[config.mk]
export PLATFORM = sky130hd
export DESIGN_NAME = dsp_mac_sequencer
export DESIGN_NICKNAME = d
export VERILOG_FILES = /design/src/rtl/dsp_seq_pkg.sv /design/src/rtl/dsp_seq_tag_pipe.sv /design/src/rtl/dsp_mac_sequencer.sv
export SDC_FILE = /design/constraint.sdc
export NUM_CORES = 1
export LEC_CHECK = 0
export CORE_MARGIN = 2
export CORE_UTILIZATION = 41
export DETAILED_ROUTE_END_ITERATION = 12
export GPL_ROUTABILITY_DRIVEN = 0
export MAX_ROUTING_LAYER = met4
export PLACE_DENSITY = 0.81
export SLEW_MARGIN = 20
export SYNTH_ARGS = -nofsm -noshare
export SYNTH_HDL_FRONTEND = slang
export SYNTH_SLANG_ARGS = --single-unit
[constraint.sdc]
create_clock -name clk -period 1.9 [get_ports clk]
set_input_delay 0.285 -clock clk [delete_from_list [all_inputs] [get_ports clk]]
set_output_delay 0.285 -clock clk [all_outputs]
set_load 0.01 [all_outputs]
[src/rtl/dsp_seq_pkg.sv]
// Shared types and constants for the DSP48A1 MAC sequencer.
// Holds the sequencer state encoding, OPMODE words and the tag latency helper.
package dsp_seq_pkg;

   typedef enum logic [2:0] {
      RST_FLUSH,
      IDLE,
      STREAM,
      DRAIN,
      HOLD
   } state_t;

   // X=M, Z=0 clears the accumulator; X=M, Z=P accumulates onto it.
   localparam logic [7:0] OPM_FIRST = 8'h01;
   localparam logic [7:0] OPM_ACC   = 8'h09;

   // Edges from operand registration at the slice pins until P holds the sum.
   function automatic int calc_tag_lat(input int ab_lat, input int m_lat, input int p_lat);
      return ab_lat + m_lat + p_lat;
   endfunction

endpackage

[src/rtl/dsp_seq_tag_pipe.sv]
// Parameterised-depth shift register carrying sequencer tags (opmode or last flag)
// alongside operands as they travel through the slice.
module dsp_seq_tag_pipe #(
   parameter int W     = 1,
   parameter int DEPTH = 1
) (
   input  logic         clk,
   input  logic         rst_n,
   input  logic [W-1:0] d,
   output logic [W-1:0] q
);

   generate
      if (DEPTH == 0) begin : g_bypass
         assign q = d;
      end else begin : g_shift
         logic [W-1:0] stages [DEPTH];

         always_ff @(posedge clk or negedge rst_n) begin
            if (!rst_n) begin
               for (int i = 0; i < DEPTH; i++) stages[i] <= '0;
            end else begin
               stages[0] <= d;
               for (int i = 1; i < DEPTH; i++) stages[i] <= stages[i-1];
            end
         end

         assign q = stages[DEPTH-1];
      end
   endgenerate

endmodule

[src/rtl/dsp_mac_sequencer.sv]
// Drives one DSP48A1-style slice to compute signed dot products of streamed (A,B) pairs.
// Define DSPSEQ_SAT_EN to saturate the captured P to RES_W bits and add the res_sat output.
module dsp_mac_sequencer
   import dsp_seq_pkg::*;
#(
   parameter int LEN_W   = 10,
   parameter int AB_LAT  = 1,
   parameter int M_LAT   = 1,
   parameter int P_LAT   = 1,
   parameter int OPM_LAT = 1,
   parameter int RES_W   = 32
) (
   input  logic               clk,
   input  logic               RST_N,
   input  logic               cmd_valid,
   output logic               cmd_ready,
   input  logic [LEN_W-1:0]   cmd_len,
   input  logic               s_valid,
   output logic               s_ready,
   input  logic signed [17:0] s_a,
   input  logic signed [17:0] s_b,
   output logic               res_valid,
   input  logic               res_ready,
   output logic [RES_W-1:0]   res_data,
   output logic [17:0]        dsp_a,
   output logic [17:0]        dsp_b,
   output logic [7:0]         dsp_opmode,
   output logic               dsp_ce,
   output logic               dsp_rst,
   input  logic [47:0]        dsp_p
`ifdef DSPSEQ_SAT_EN
   ,
   output logic               res_sat
`endif
);

   localparam int TAG_LAT = calc_tag_lat(AB_LAT, M_LAT, P_LAT);
   localparam int OPM_DLY = AB_LAT + M_LAT - OPM_LAT;

   state_t           state;
   logic [LEN_W-1:0] count;
   logic             first_pend;
   logic [7:0]       opm_tag;
   logic             last_tag;
   logic             last_out;
   logic [RES_W-1:0] p_clip;
   logic             p_sat;

   // Tags are registered in step with dsp_a/dsp_b, then delayed to meet their product.
   dsp_seq_tag_pipe #(.W(8), .DEPTH(OPM_DLY)) u_opm_pipe (
      .clk   (clk),
      .rst_n (RST_N),
      .d     (opm_tag),
      .q     (dsp_opmode)
   );

   dsp_seq_tag_pipe #(.W(1), .DEPTH(TAG_LAT)) u_last_pipe (
      .clk   (clk),
      .rst_n (RST_N),
      .d     (last_tag),
      .q     (last_out)
   );

`ifdef DSPSEQ_SAT_EN
   localparam logic signed [47:0] RES_MAX = (48'sd1 <<< (RES_W-1)) - 48'sd1;
   localparam logic signed [47:0] RES_MIN = -(48'sd1 <<< (RES_W-1));

   always_comb begin
      p_clip = dsp_p[RES_W-1:0];
      p_sat  = 1'b0;
      if ($signed(dsp_p) > RES_MAX) begin
         p_clip = RES_MAX[RES_W-1:0];
         p_sat  = 1'b1;
      end else if ($signed(dsp_p) < RES_MIN) begin
         p_clip = RES_MIN[RES_W-1:0];
         p_sat  = 1'b1;
      end
   end
`else
   logic unused_p_hi;
   assign unused_p_hi = ^dsp_p;
   assign p_clip      = dsp_p[RES_W-1:0];
   assign p_sat       = 1'b0;
`endif

   always_ff @(posedge clk or negedge RST_N) begin
      if (!RST_N) begin
         state      <= RST_FLUSH;
         cmd_ready  <= 1'b0;
         s_ready    <= 1'b0;
         res_valid  <= 1'b0;
         res_data   <= '0;
         dsp_a      <= '0;
         dsp_b      <= '0;
         dsp_ce     <= 1'b0;
         dsp_rst    <= 1'b1;
         count      <= '0;
         first_pend <= 1'b0;
         opm_tag    <= '0;
         last_tag   <= 1'b0;
`ifdef DSPSEQ_SAT_EN
         res_sat    <= 1'b0;
`endif
      end else begin
         // Idle slots feed a zero product with accumulate, leaving P untouched.
         dsp_a    <= '0;
         dsp_b    <= '0;
         opm_tag  <= OPM_ACC;
         last_tag <= 1'b0;

         case (state)
            RST_FLUSH: begin
               if (!dsp_ce) begin
                  dsp_ce <= 1'b1;
               end else begin
                  dsp_rst   <= 1'b0;
                  cmd_ready <= 1'b1;
                  state     <= IDLE;
               end
            end

            IDLE: begin
               if (cmd_valid && cmd_ready) begin
                  cmd_ready <= 1'b0;
                  if (cmd_len == '0) begin
                     res_data  <= '0;
                     res_valid <= 1'b1;
`ifdef DSPSEQ_SAT_EN
                     res_sat   <= 1'b0;
`endif
                     state     <= HOLD;
                  end else begin
                     count      <= cmd_len;
                     first_pend <= 1'b1;
                     s_ready    <= 1'b1;
                     state      <= STREAM;
                  end
               end
            end

            STREAM: begin
               if (s_valid && s_ready) begin
                  dsp_a      <= s_a;
                  dsp_b      <= s_b;
                  opm_tag    <= first_pend ? OPM_FIRST : OPM_ACC;
                  first_pend <= 1'b0;
                  last_tag   <= (count == LEN_W'(1));
                  count      <= count - LEN_W'(1);
                  if (count == LEN_W'(1)) begin
                     s_ready <= 1'b0;
                     state   <= DRAIN;
                  end
               end
            end

            DRAIN: begin
               if (last_out) begin
                  res_data  <= p_clip;
                  res_valid <= 1'b1;
`ifdef DSPSEQ_SAT_EN
                  res_sat   <= p_sat;
`endif
                  state     <= HOLD;
               end
            end

            HOLD: begin
               if (res_ready) begin
                  res_valid <= 1'b0;
                  cmd_ready <= 1'b1;
                  state     <= IDLE;
               end
            end

            default: begin
               cmd_ready <= 1'b0;
               s_ready   <= 1'b0;
               res_valid <= 1'b0;
               dsp_ce    <= 1'b0;
               dsp_rst   <= 1'b1;
               state     <= RST_FLUSH;
            end
         endcase
      end
   end

`ifndef DSPSEQ_SAT_EN
   logic unused_sat;
   assign unused_sat = p_sat;
`endif

endmodule
==> results.md, run 1 <==
- Outcome: finished, final reports clean
- Vias in the first global route: roughly 3000
- Placed inst area: 5460 um^2
- Finished Core Util: around 65%
- Post-synthesis mux area share: 0%
- Yosys warnings: 0
- Seq/Total Area, Yosys: 63.8%
- DIE WIDTH: 99.4 um
- Class of the worst hold path: register to register
- EDFF count, synth: 0
- # Max-Cap Violations: 0
- Worst path max stage delay: 0.55 ns
- Setup TNS: 0 ns
- Multi-input logic area: 1210 um^2
- Initial antenna violation count: 0
- Clock root cell: clkbuf_8
- Later-pin clock latency in the skew report: 0.36 ns
- DIE AREA: between 9000 and 10000 um^2
- Non-Filler Instances: 588
- Final instance area: 5660 um^2
- Num rows: 34
- Area Overhead vs Synth: 51.7%
- Slowest-stage cell, CP: dfstp_2
- Max Fanout on Critical Path: 3
- Unrepaired setup endpoints after global routing: no
- CTS clk-pin slew, worst paths: 0.10 ns
- Area share of the largest cell type after synthesis: 63.1%
- Syn Inst Count: ~310
- GRT overflow: 0
- Initial drt markers: 133
- Antenna viol nets, final: 0
- Core Region: 8760 um^2
- Final HPWL DP: 6550 um
- Post-Synth XOR/XNOR Area: 0%
- Largest family of logic cells by synthesized area: simple AND/OR/NAND/NOR gates
- CP arrival: 1.45 ns
- Avg Inst Size Synth: about 12 um^2
- Post-synthesis simple-gate area fraction: between 10% and 20%
- #FFs+latches synth: 95
- Initial core utilization: 42.6%
- IO buf count: 157
- Inserted Diodes: 0
- Max Root-Sink Buffers: 2
- DRC viols: 0
- Num CTS Buffers: 9
- Worst path required time: 1.62 ns
- Period utilization: between 90% and 100%
- Worst Hold Slack: roughly 0.36 ns
- Final nets: 577
- Unique masters post-synth: 42
- First-pass GRT wire length: 14600 um
- Final Skew: 0.00997 ns
- Leak Pwr: about 2.5 nW
- Worst Path Buf+Inv: 1
- H-Tree Depth: 3
- Setup CP Type: register to output port
- Die Height: 99.4 um
- Top post-synthesis cells by count: 94 x dfrtp_1, 36 x and2_1, 32 x a22o_1
- CP Cell Sequence: clkdlybuf4s50_1
- Share of layout cells above drive strength 1: 8.33%
- Worst VDD drop: 444 uV
- First-pass DRT Iterations: 4
- Total track usage: 19.4%
- FF/Latch Area: 2380 um^2
- Final Setup Violations: 0
- Post-synthesis compound-gate area fraction: 15.2%
- # placed instances: 572
- Dominant synthesized flop cell: dfrtp_1
- Worst setup SP type: register
- Largest net degree at the start of global routing: between 40 and 50
- Clock sinks: between 90 and 100
- Kind of cell adding the most delay to the critical path: flip-flops
- Post-layout minimum cycle time: 1.73 ns
- FMAX: 0.576 GHz
- WL/cell: 15.2 um
- Final Hold Fails: 0
- Layout fillers: 670
- Pwr/cell area: 628 nW/um^2
- Final Slew Violations: 0
- Cell taking the most area after synthesis: dfrtp_1
- Top Ports: 180
- Post-synthesis adder-cell area fraction: 0.671%
- Count leader, synth: dfrtp_1
- Critical Path Sink Type: output port
- Vias per cell: 5.00
- CTS tree: yes
- Cell area after synthesis: 3730 um^2
- Total wire length: 8930 um
- Via count: 2942
- Fraction of registers with async set or reset after synthesis: 100%
- Top post-synthesis cells by area: dfrtp_1 63%, a22o_1 7.5%, and2_1 6.0%
[power by group]
group	switching (mW)	internal (mW)	total, mW
logic	0.0772	0.165	0.242
registers	0.000543	2.02	2.02
clock network	0.684	0.604	1.29
[state kept, by name (all words and copies together), names as in the netlist, 2 cells and up]
register and flops:
count 10, dsp_a 18, dsp_b 18, opm_tag 2
res_data 32, state 3, u_last_pipe.g_shift.stages 2, u_opm_pipe.q 2
[worst paths after layout]
| kind | from | to | slack [ns] | depth (start not counted) |
|---|---|---|---|---|
| max | dsp_rst$_DFFE_PN1P_ | dsp_rst | 0.17 | 1 |
| min | opm_tag[0]$_DFF_PN0_ | u_opm_pipe.q[0]$_DFF_PN0_ | 0.36 | 0 |
| max reg2reg | state[2]$_DFFE_PN0P_ | count[4]$_DFFE_PN0P_ | 0.19 | 6 |
| min reg2reg | opm_tag[0]$_DFF_PN0_ | u_opm_pipe.q[0]$_DFF_PN0_ | 0.36 | 0 |
| max in group asynchronous | RST_N | res_data[0]$_DFFE_PN0P_ | 0.87 | 3 |
| min in group asynchronous | RST_N | dsp_b[1]$_DFF_PN0_ | 0.44 | 2 |
[cells by family after synthesis]
family | after synthesis
fa+ha+maj | 2
buf+inv | 26
other cells | 2
flops | 95
compound gates | 80
simple gates | 104
[per-layer routing]
| layer | GRT usage, % | part of all wire [%] | vias to the layer above |
|---|---|---|---|
| li1 | - | - | 1398 |
| met1 | 25.4 | 43 | 1421 |
| met2 | 30.4 | 49 | 116 |
| met3 | 5.48 | 7.0 | 7 |
| met4 | 4.32 | 0.87 | 0 |
| met5 | - | 0 | - |
[cell type report]
type                    instances  share of cell area, %
flip-flops and latches         95                   42.0
repair buffers                174                   30.7
multi-input cells             193                   21.4
well taps                     108                   2.39
clock buffers                  10                   2.26
clock inverters                 5                   1.04
inverters                       3                  0.199
[cells in the final DEF, fill, tap and decap left out, types with 6 or more instances in the layout]
| master | netlist | final |
|---|---|---|
| clkdlybuf4s50_1 | 0 | 156 |
| dfrtp_1 | 94 | 94 |
| and2_1 | 36 | 36 |
| a22o_1 | 32 | 32 |
| nand2_1 | 22 | 22 |
| a21oi_1 | 18 | 18 |
| buf_4 | 9 | 14 |
| nor2_1 | 13 | 12 |
| o21ai_0 | 12 | 12 |
| clkbuf_8 | 0 | 9 |
| conb_1 | 2 | 7 |
| o22ai_1 | 6 | 6 |
[through the flow]
| stage | worst slack, ns | total power, mW |
|---|---|---|
| detailed placement | -0.106 | 2.31 |
| global route | 0.0590 | 3.71 |
| floorplan | 0.370 | 2.09 |
| finish | 0.165 | 3.55 |
| CTS | 0.143 | 3.60 |
| global placement | -0.0840 | 2.30 |
[what timing repair did]
action / 4_1_cts / 5_1_grt
buffers inserted: 0 / 0
gates resized for setup: 0 / 0
endpoints found under the hold margin: 34 / 0
hold buffers: 1 / 0
(Power assumes the default switching activity.)
==> run 2, diff against run 1 <==
Settings changed: SETUP_SLACK_MARGIN set to 0.5.
==> results.md, run 2 (synthesis gave the netlist of run 1 again) <==
- Outcome: finished, final reports clean
- Final Setup Violations: 0 (unchanged)
- Via count: 3465 (+18%)
- DIE AREA: 9880 um^2 (unchanged)
- H-Tree Depth: 3 (unchanged)
- Final Hold Fails: 0 (unchanged)
- CTS clk-pin slew, worst paths: 0.10 ns (about the same)
- Top flop regs: res_data x32, dsp_a x18, dsp_b x18
- Most frequent cells in the layout: 91 x dfrtp_1, 78 x dlygate4sd2_1, 74 x clkdlybuf4s50_1
- Max Fanout on Critical Path: 7 (+4)
- Worst path required time: 2.18 ns (+0.56 ns)
- Num rows: 34 (unchanged)
- First-pass GRT wire length: 17000 um (+16%)
- WL/cell: 19.3 um (+27%)
- Num CTS Buffers: 9 (unchanged)
- Post-layout minimum cycle time: 1.71 ns (-0.0229 ns)
- Core Region: 8760 um^2 (unchanged)
- Largest net degree at the start of global routing: 41 (-6.8%)
- Final Slew Violations: 0 (unchanged)
- Worst VDD drop: 344 uV (-23%)
- Later-pin clock latency in the skew report: 0.36 ns (about the same)
- Final instance area: 6350 um^2 (+12%)
- Vias in the first global route: 3409 (+14%)
- Inserted Diodes: 0 (unchanged)
- Max Root-Sink Buffers: 2 (unchanged)
- Area Overhead vs Synth: 70.2%
- Critical Path Sink Type: register
- Clock sinks: 95 (unchanged)
- Unrepaired setup endpoints after global routing: yes
- CTS tree: yes
- Met1 Use GR: 27.2% (+1.9 points)
- Leak Pwr: 3.22 nW (+27%)
- Antenna viol nets, final: 0 (unchanged)
- Setup CP Type: register to register
- Final nets: 629 (+9.0%)
- Max-Slew Margin vs Limit: 64.4%
- First-pass DRT Iterations: 4 (unchanged)
- Total wire length: 12400 um (+38%)
- FMAX: 0.584 GHz (+1.3%)
- GRT overflow: 0 (unchanged)
- Worst slew pin tran: 0.534 ns
- DIE WIDTH: 99.4 um (unchanged)
- Clock root cell: clkbuf_8
- Final Skew: 0.0125 ns (+0.00248 ns)
- Final HPWL DP: 6800 um (+3.7%)
- Layout fillers: 576 (-14%)
- GRT Max-Usage Layer: met2
- IO buf count: 157 (unchanged)
- # Max-Cap Violations: 0 (unchanged)
- DRC viols: 0 (unchanged)
- Non-Filler Instances: 641 (+9.0%)
- Class of the worst hold path: register to register
- # placed instances: 581 (+1.6%)
- Worst setup SP type: register
- Met2 Use GR: 38.7% (+8.4 points)
- Total track usage: 22.9% (+3.5 points)
- Placed inst area: 5540 um^2 (+1.4%)
- Period utilization: 90.1% (-1.2 points)
- Initial core utilization: 42.6% (unchanged)
- Initial drt markers: 260 (+95%)
- Largest reg by FF count: res_data
- Share of layout cells above drive strength 1: 27.2% (+19 points)
- Vias per cell: 5.41 (+8.0%)
- Pwr/cell area: 554 nW/um^2 (-12%)
- GRT met3 Usage: 4.57% (-0.91 points)
- Number of flip-flops in the largest register: 32 (unchanged)
- Initial antenna violation count: 0 (unchanged)
- Commonest non-fill, non-tap cell in the layout: dfrtp_1
- Top Ports: 180 (unchanged)
- Die Height: 99.4 um (unchanged)
- CP arrival: 1.99 ns (+0.54 ns)
[run 2: cell count changes in the layout (fill, tap and decap cells not counted), sizes merged]
cell	delta
dlygate4sd2	+78
dlymetal6s2s	+1
clkdlybuf4s15	+1
clkinv	+1
clkbuf	+5
bufinv	-1
buf	+50
clkdlybuf4s50	-82
[run 2: path summary, 6_finish.rpt]
check / depth (start not counted) / end / startpoint / slack (ns)
max: 7 / count[7]$_DFFE_PN0P_ / state[0]$_DFFE_PN0P_ / 0.19
min reg2reg: 0 / u_opm_pipe.q[0]$_DFF_PN0_ / opm_tag[0]$_DFF_PN0_ / 0.35
max reg2reg: 7 / count[7]$_DFFE_PN0P_ / state[0]$_DFFE_PN0P_ / 0.19
min: 0 / u_opm_pipe.q[0]$_DFF_PN0_ / opm_tag[0]$_DFF_PN0_ / 0.35
min in group asynchronous: 2 / dsp_a[15]$_DFF_PN0_ / RST_N / 0.43
max in group asynchronous: 3 / dsp_rst$_DFFE_PN1P_ / RST_N / 0.82
[run 2: per-stage QoR]
stage | setup TNS, ns | power [mW] | utilization, % | hold WS (ns) | worst slack [ns]
global route | 0 | 3.64 | 72.4 | 0.351 | 0.0494
detailed placement | -2.33 | 2.32 | 63.2 | 0.293 | -0.157
global placement | -1.81 | 2.31 | 63.2 | 0.284 | -0.0843
finish | 0 | 3.52 | 72.4 | 0.354 | 0.188
CTS | 0 | 3.54 | 69.0 | 0.353 | 0.329
floorplan | 0 | 2.09 | - | -0.0106 | 0.396
[run 2: routing by layer]
layer / share of wire, % / vias up
met1: 37 / 1696
li1: - / 1512
met4: 3.3 / 0
met3: 7.8 / 49
met5: 0 / -
met2: 52 / 208
[run 2: timing repair]
action / CTS / global route
hold buffers: 1 / 0
setup buffers: 22 / 11
cloned: 5 / 5
pin swaps: 11 / 23
hold endpoints to repair: 37 / 0
resized for setup: 135 / 47
endpoints found under the setup margin: 123 / 91
[run 2: where the power goes]
group / leakage, nW / internal, mW / switching (mW) / total, mW
Clock: 0.0861 / 0.522 / 0.713 / 1.23
Combinational: 1.86 / 0.170 / 0.0912 / 0.261
Sequential: 1.27 / 2.02 / 0.000407 / 2.02
Total: 3.22 / 2.71 / 0.805 / 3.52
[run 2: critical path, stage by stage (launching register included)]
cell     delay [ns]
dfrtp_1        0.42
buf_6          0.15
nor3b_4        0.28
nand3_2        0.16
o21ai_4        0.16
buf_6          0.20
a21oi_1        0.10
a21oi_1        0.15
[run 2: final cells by class]
| type | count | area, um^2 | area share [%] |
|---|---|---|---|
| clock inverter | 5 | 41.3 | 0.651 |
| clock buffer | 11 | 141 | 2.23 |
| multi-input combinational | 193 | 1440 | 22.6 |
| sequential | 95 | 2380 | 37.5 |
| timing repair buffer | 226 | 2200 | 34.7 |
| tap | 108 | 135 | 2.13 |
| inverter | 3 | 11.3 | 0.177 |
==> patch 1: new RTL, flow settings as in run 1 <==
`M_LAT`: 1 -> 2.
--- a/src/rtl/dsp_mac_sequencer.sv
+++ b/src/rtl/dsp_mac_sequencer.sv
@@ -5,7 +5,7 @@
 #(
    parameter int LEN_W   = 10,
    parameter int AB_LAT  = 1,
-   parameter int M_LAT   = 1,
+   parameter int M_LAT   = 2,
    parameter int P_LAT   = 1,
    parameter int OPM_LAT = 1,
    parameter int RES_W   = 32
Behaviour: not the same (a bounded check fails within 4 cycles, from zero or initial values and one cycle with RST_N low).
==> patch 1 against run 1 <==
Sequential cell count grew 3; area after synthesis increased by 3.0%; global-route usage fell by 0.50 points; via count increased by 3.1%; routed wire length increased by 3.5%; setup slack worse by 0.066 ns; cell area grew 1.8%; non-clock buffer count is 2 higher; count of clock-buffer cells in the layout shrank 1.
Power is not compared: it rests on default switching activity, and its combinational part moved more than twofold at a synthesized area within 25%.
==> patch 1: results (changes against run 1) <==
* Status: completed
* First-pass GRT wire length at 14700 µm (+0.85%)
* Sequential area share after synthesis at 63.9% (+0.11 points)
* DR iter-0 viols at 66 (-50%)
* Post-DP HPWL at 6720 µm (+2.5%)
* Dpl cells at 580 (+1.4%)
* Layout cells sized above 1 at 9.47% (+1.1 points)
* Area of the multi-input gates at 0.00122 mm² (+1.3%)
* Place WS at -0.246 ns (-0.140 ns)
* Post-Synth Adder-Cell Area at 0.651% (-0.019 points)
* Compound-Gate Fraction of Synth Area at 15.8% (+0.57 points)
* Hold_buf cts at 1 (unchanged)
* Diode count at 0 (unchanged)
* Crit path max fanout at 5 (+2)
* Setup slack, reg-to-reg at 0.1 ns (-0.09 ns)
* Largest net degree at the start of global routing at 46 (+4.5%)
* Clock Skews at 0.0106 ns (+0.000647 ns)
* Fillcell total at 722 (+7.8%)
* Predominant post-synthesis flop cell: dfrtp_1
* Min Tclk post-route at 1.80 ns (+0.0655 ns)
* Mux cell area share after synthesis at 0.293% (+0.29 points)
* Unique masters post-synth at 48 (+14%)
* Final cell count without fillers at 597 (+1.5%)
* Number of global-route vias before repair at 3119 (+4.3%)
* Vias post-DR at 3034 (+3.1%)
* Mean post-synth cell area at 12.2 µm² (+0.70%)
* Pleak at 2.55 nW
* Synth top cells by count: dfrtp_1 (97), and2_1 (36), a22o_1 (32)
* Largest cells by area after synthesis: dfrtp_1 (63%), a22o_1 (7.3%), and2_1 (5.9%), a21oi_1 (2.7%), buf_4 (2.0%)
* Worst hold-check slack at 0.352 ns (-0.00439 ns)
* Post-place instance area at 0.00557 mm² (+1.9%)
* WL/cell at 15.5 µm (+1.9%)
* GRT Total Usage at 18.9% (-0.50 points)
-- patch 1: changes by cell type in the layout (fill, tap and decap cells not counted), sizes merged, moves of 3 or more --
cell	delta
a21oi	+3
a31oi	-3
dfrtp	+3
nand2	-4
nor2	+3
nor3	-4
o22ai	-4
-- patch 1: critical path: stages, from the launching register on --
cell and delay [ns]:
dfrtp_1 0.44, nor3_1 0.33, nand4_1 0.20, a22oi_1 0.33, nor2b_1 0.09, a311o_1 0.32
-- patch 1: path summary, 6_finish.rpt --
| kind | startpoint | to | cells past startpoint |
|---|---|---|---|
| max | count[7] | s_ready | 5 |
| min | u_last_pipe.g_shift.stages[2] | u_last_pipe.g_shift.stages[1] | 0 |
| max in group asynchronous | RST_N | dsp_rst | 3 |
| min in group asynchronous | RST_N | res_data[31] | 2 |
| max reg2reg | count[7] | s_ready | 5 |
| min reg2reg | u_last_pipe.g_shift.stages[2] | u_last_pipe.g_shift.stages[1] | 0 |
-- patch 1: metal layers --
| layer | routed length, µm | part of all wire (%) | track usage [%] |
|---|---|---|---|
| met5 | 0 | 0 | - |
| met4 | 191 | 2.1 | 6.53 |
| met3 | 727 | 7.9 | 4.58 |
| met2 | 4540 | 49 | 30.2 |
| met1 | 3790 | 41 | 23.4 |
-- patch 1: report_power, final --
| group | total, mW | internal (mW) | switching [mW] |
|---|---|---|---|
| registers | 2.53 | 2.33 | 0.200 |
| clock network | 1.26 | 0.500 | 0.759 |
| logic | 1.61 | 0.833 | 0.772 |
-- patch 1: cell type report --
cell class	instances	area share, %
clock buffers	9	2.15
clock inverters	7	1.02
inverters	2	0.130
multi-input cells	194	21.3
flip-flops and latches	98	42.6
well taps	111	2.41
repair buffers	176	30.4
==> patch 2: new RTL, config.mk and constraints of run 1 <==
Made on the original files. Encoding of `state_t`: now Gray code (3 bits for 5 states).
--- a/src/rtl/dsp_seq_pkg.sv
+++ b/src/rtl/dsp_seq_pkg.sv
@@ -3,11 +3,11 @@
 package dsp_seq_pkg;
 
    typedef enum logic [2:0] {
-      RST_FLUSH,
-      IDLE,
-      STREAM,
-      DRAIN,
-      HOLD
+      RST_FLUSH = 3'b000,
+      IDLE      = 3'b001,
+      STREAM    = 3'b011,
+      DRAIN     = 3'b010,
+      HOLD      = 3'b110
    } state_t;
 
    // X=M, Z=0 clears the accumulator; X=M, Z=P accumulates onto it.
Function: no difference found for any inputs over 10 cycles, from zero or initial values and one cycle with RST_N low; not proved beyond that.
==> patch 2 against run 1 <==
Setup slack worse by 0.036 ns; first-iteration DRC count down 44%; via count up 8.8%; critical path depth up 7; routed wire length up 4.4%; sequential cell count unchanged; area after synthesis up 3.5%; cell area up 3.6%.
Power is not compared: it rests on default switching activity, and its combinational part moved more than twofold at a synthesized area within 25%.
==> patch 2: results (changes against run 1) <==
* Status: completed
* Largest cells by area after synthesis: dfrtp_1 (61%), nand2_1 (8.2%), and2_1 (5.8%), o21ai_1 (4.3%), a21oi_1 (2.1%)
* Peak VDD IR at 579 µV
* Setup Buffers After CTS at 0 (unchanged)
* Number of global-route vias before repair at 3043 (+1.7%)
* Vias/cell at 4.86 (-2.9%)
* Vias post-DR at 3200 (+8.8%)
* Yosys warns at 0 (unchanged)
* Comb power frac at 27.2%
* Sequential area share after synthesis at 61.6% (-2.1 points)
* Post-DP HPWL at 6820 µm (+4.0%)
* CP max-delay cell: clkdlybuf4s50_1
* Worst setup path end: res_data[19]
* Synth top cells by count: dfrtp_1 (94), nand2_1 (84), and2_1 (36)
* Worst setup path startpoint: cmd_len[8]
* Worst reg2reg startpoint: count[2]
* Latest clock arrival within the worst-skew pair at 0.36 ns (about the same)
* GRT Total Usage at 18.5% (-0.89 points)
* Final wirelength at 9330 µm (+4.4%)
* CTS buffer count at 9 (unchanged)
* Pre-Repair DR Iteration Count at 6 (+2)
* HP Start: last_tag
* Fillcell total at 776 (+16%)
* RR Endpoint: count[9]
* Dpl cells at 640 (+12%)
* Unique masters post-synth at 45 (+7.1%)
* Crit path max fanout at 29 (+26)
* Place WS at -0.271 ns (-0.165 ns)
* Post-Syn Instances at 373 (+21%)
* Layout cells sized above 1 at 8.94% (+0.61 points)
* Largest stage delay on the critical path at 0.42 ns (-0.13 ns)
* CP top delay family: buffers and inverters
* WHS Endpoint: u_last_pipe.g_shift.stages[2]
* Clock Skews at 0.0167 ns (+0.00671 ns)
* DR iter-0 viols at 74 (-44%)
* Worst hold-check slack at 0.346 ns (-0.00953 ns)
* Final worst slack at 0.130 ns (-0.0356 ns)
* Post_cts resized at 0 (unchanged)
* Worst R2R Path Depth at 4 (-2)
* First-pass GRT wire length at 14500 µm (-0.94%)
* Largest net degree at the start of global routing at 63 (+43%)
* Hold_buf cts at 1 (unchanged)
* Worst path arrival time at 1.99 ns (+0.54 ns)
* Pleak at 2.60 nW
patch 2: per-stage QoR:
stage	total power [mW]	instance area, µm²	TNS, ns
final	5.16	5860	0
after global routing	5.48	5860	-0.00450
after CTS	5.20	5840	0
after detailed placement	3.82	5620	-7.71
after global placement	3.77	5620	-5.99
after floorplan	3.28	3880	0
patch 2: cell type report:
class | instances | area share, %
inverter | 4 | 0.256
clock buffer | 11 | 2.41
multi-input combinational | 252 | 23.0
timing repair buffer | 181 | 30.3
clock inverter | 5 | 1.13
tap | 111 | 2.37
sequential | 95 | 40.6
patch 2: logic make-up (layout without fill, tap and decap cells):
kind of cell | count (synthesis) | after routing | synth area share, %
fa+ha+maj | 2 | 2 | 0.648
buf+inv | 32 | 201 | 4.99
other cells | 2 | 7 | 0.195
compound gates | 75 | 76 | 11.0
flops | 95 | 95 | 61.6
simple gates | 167 | 167 | 21.5
patch 2: layer usage:
metal,track usage [%],routed length (µm)
met1,23.4,3890
met4,5.72,124
met3,3.19,532
met2,30.5,4780
met5,-,0
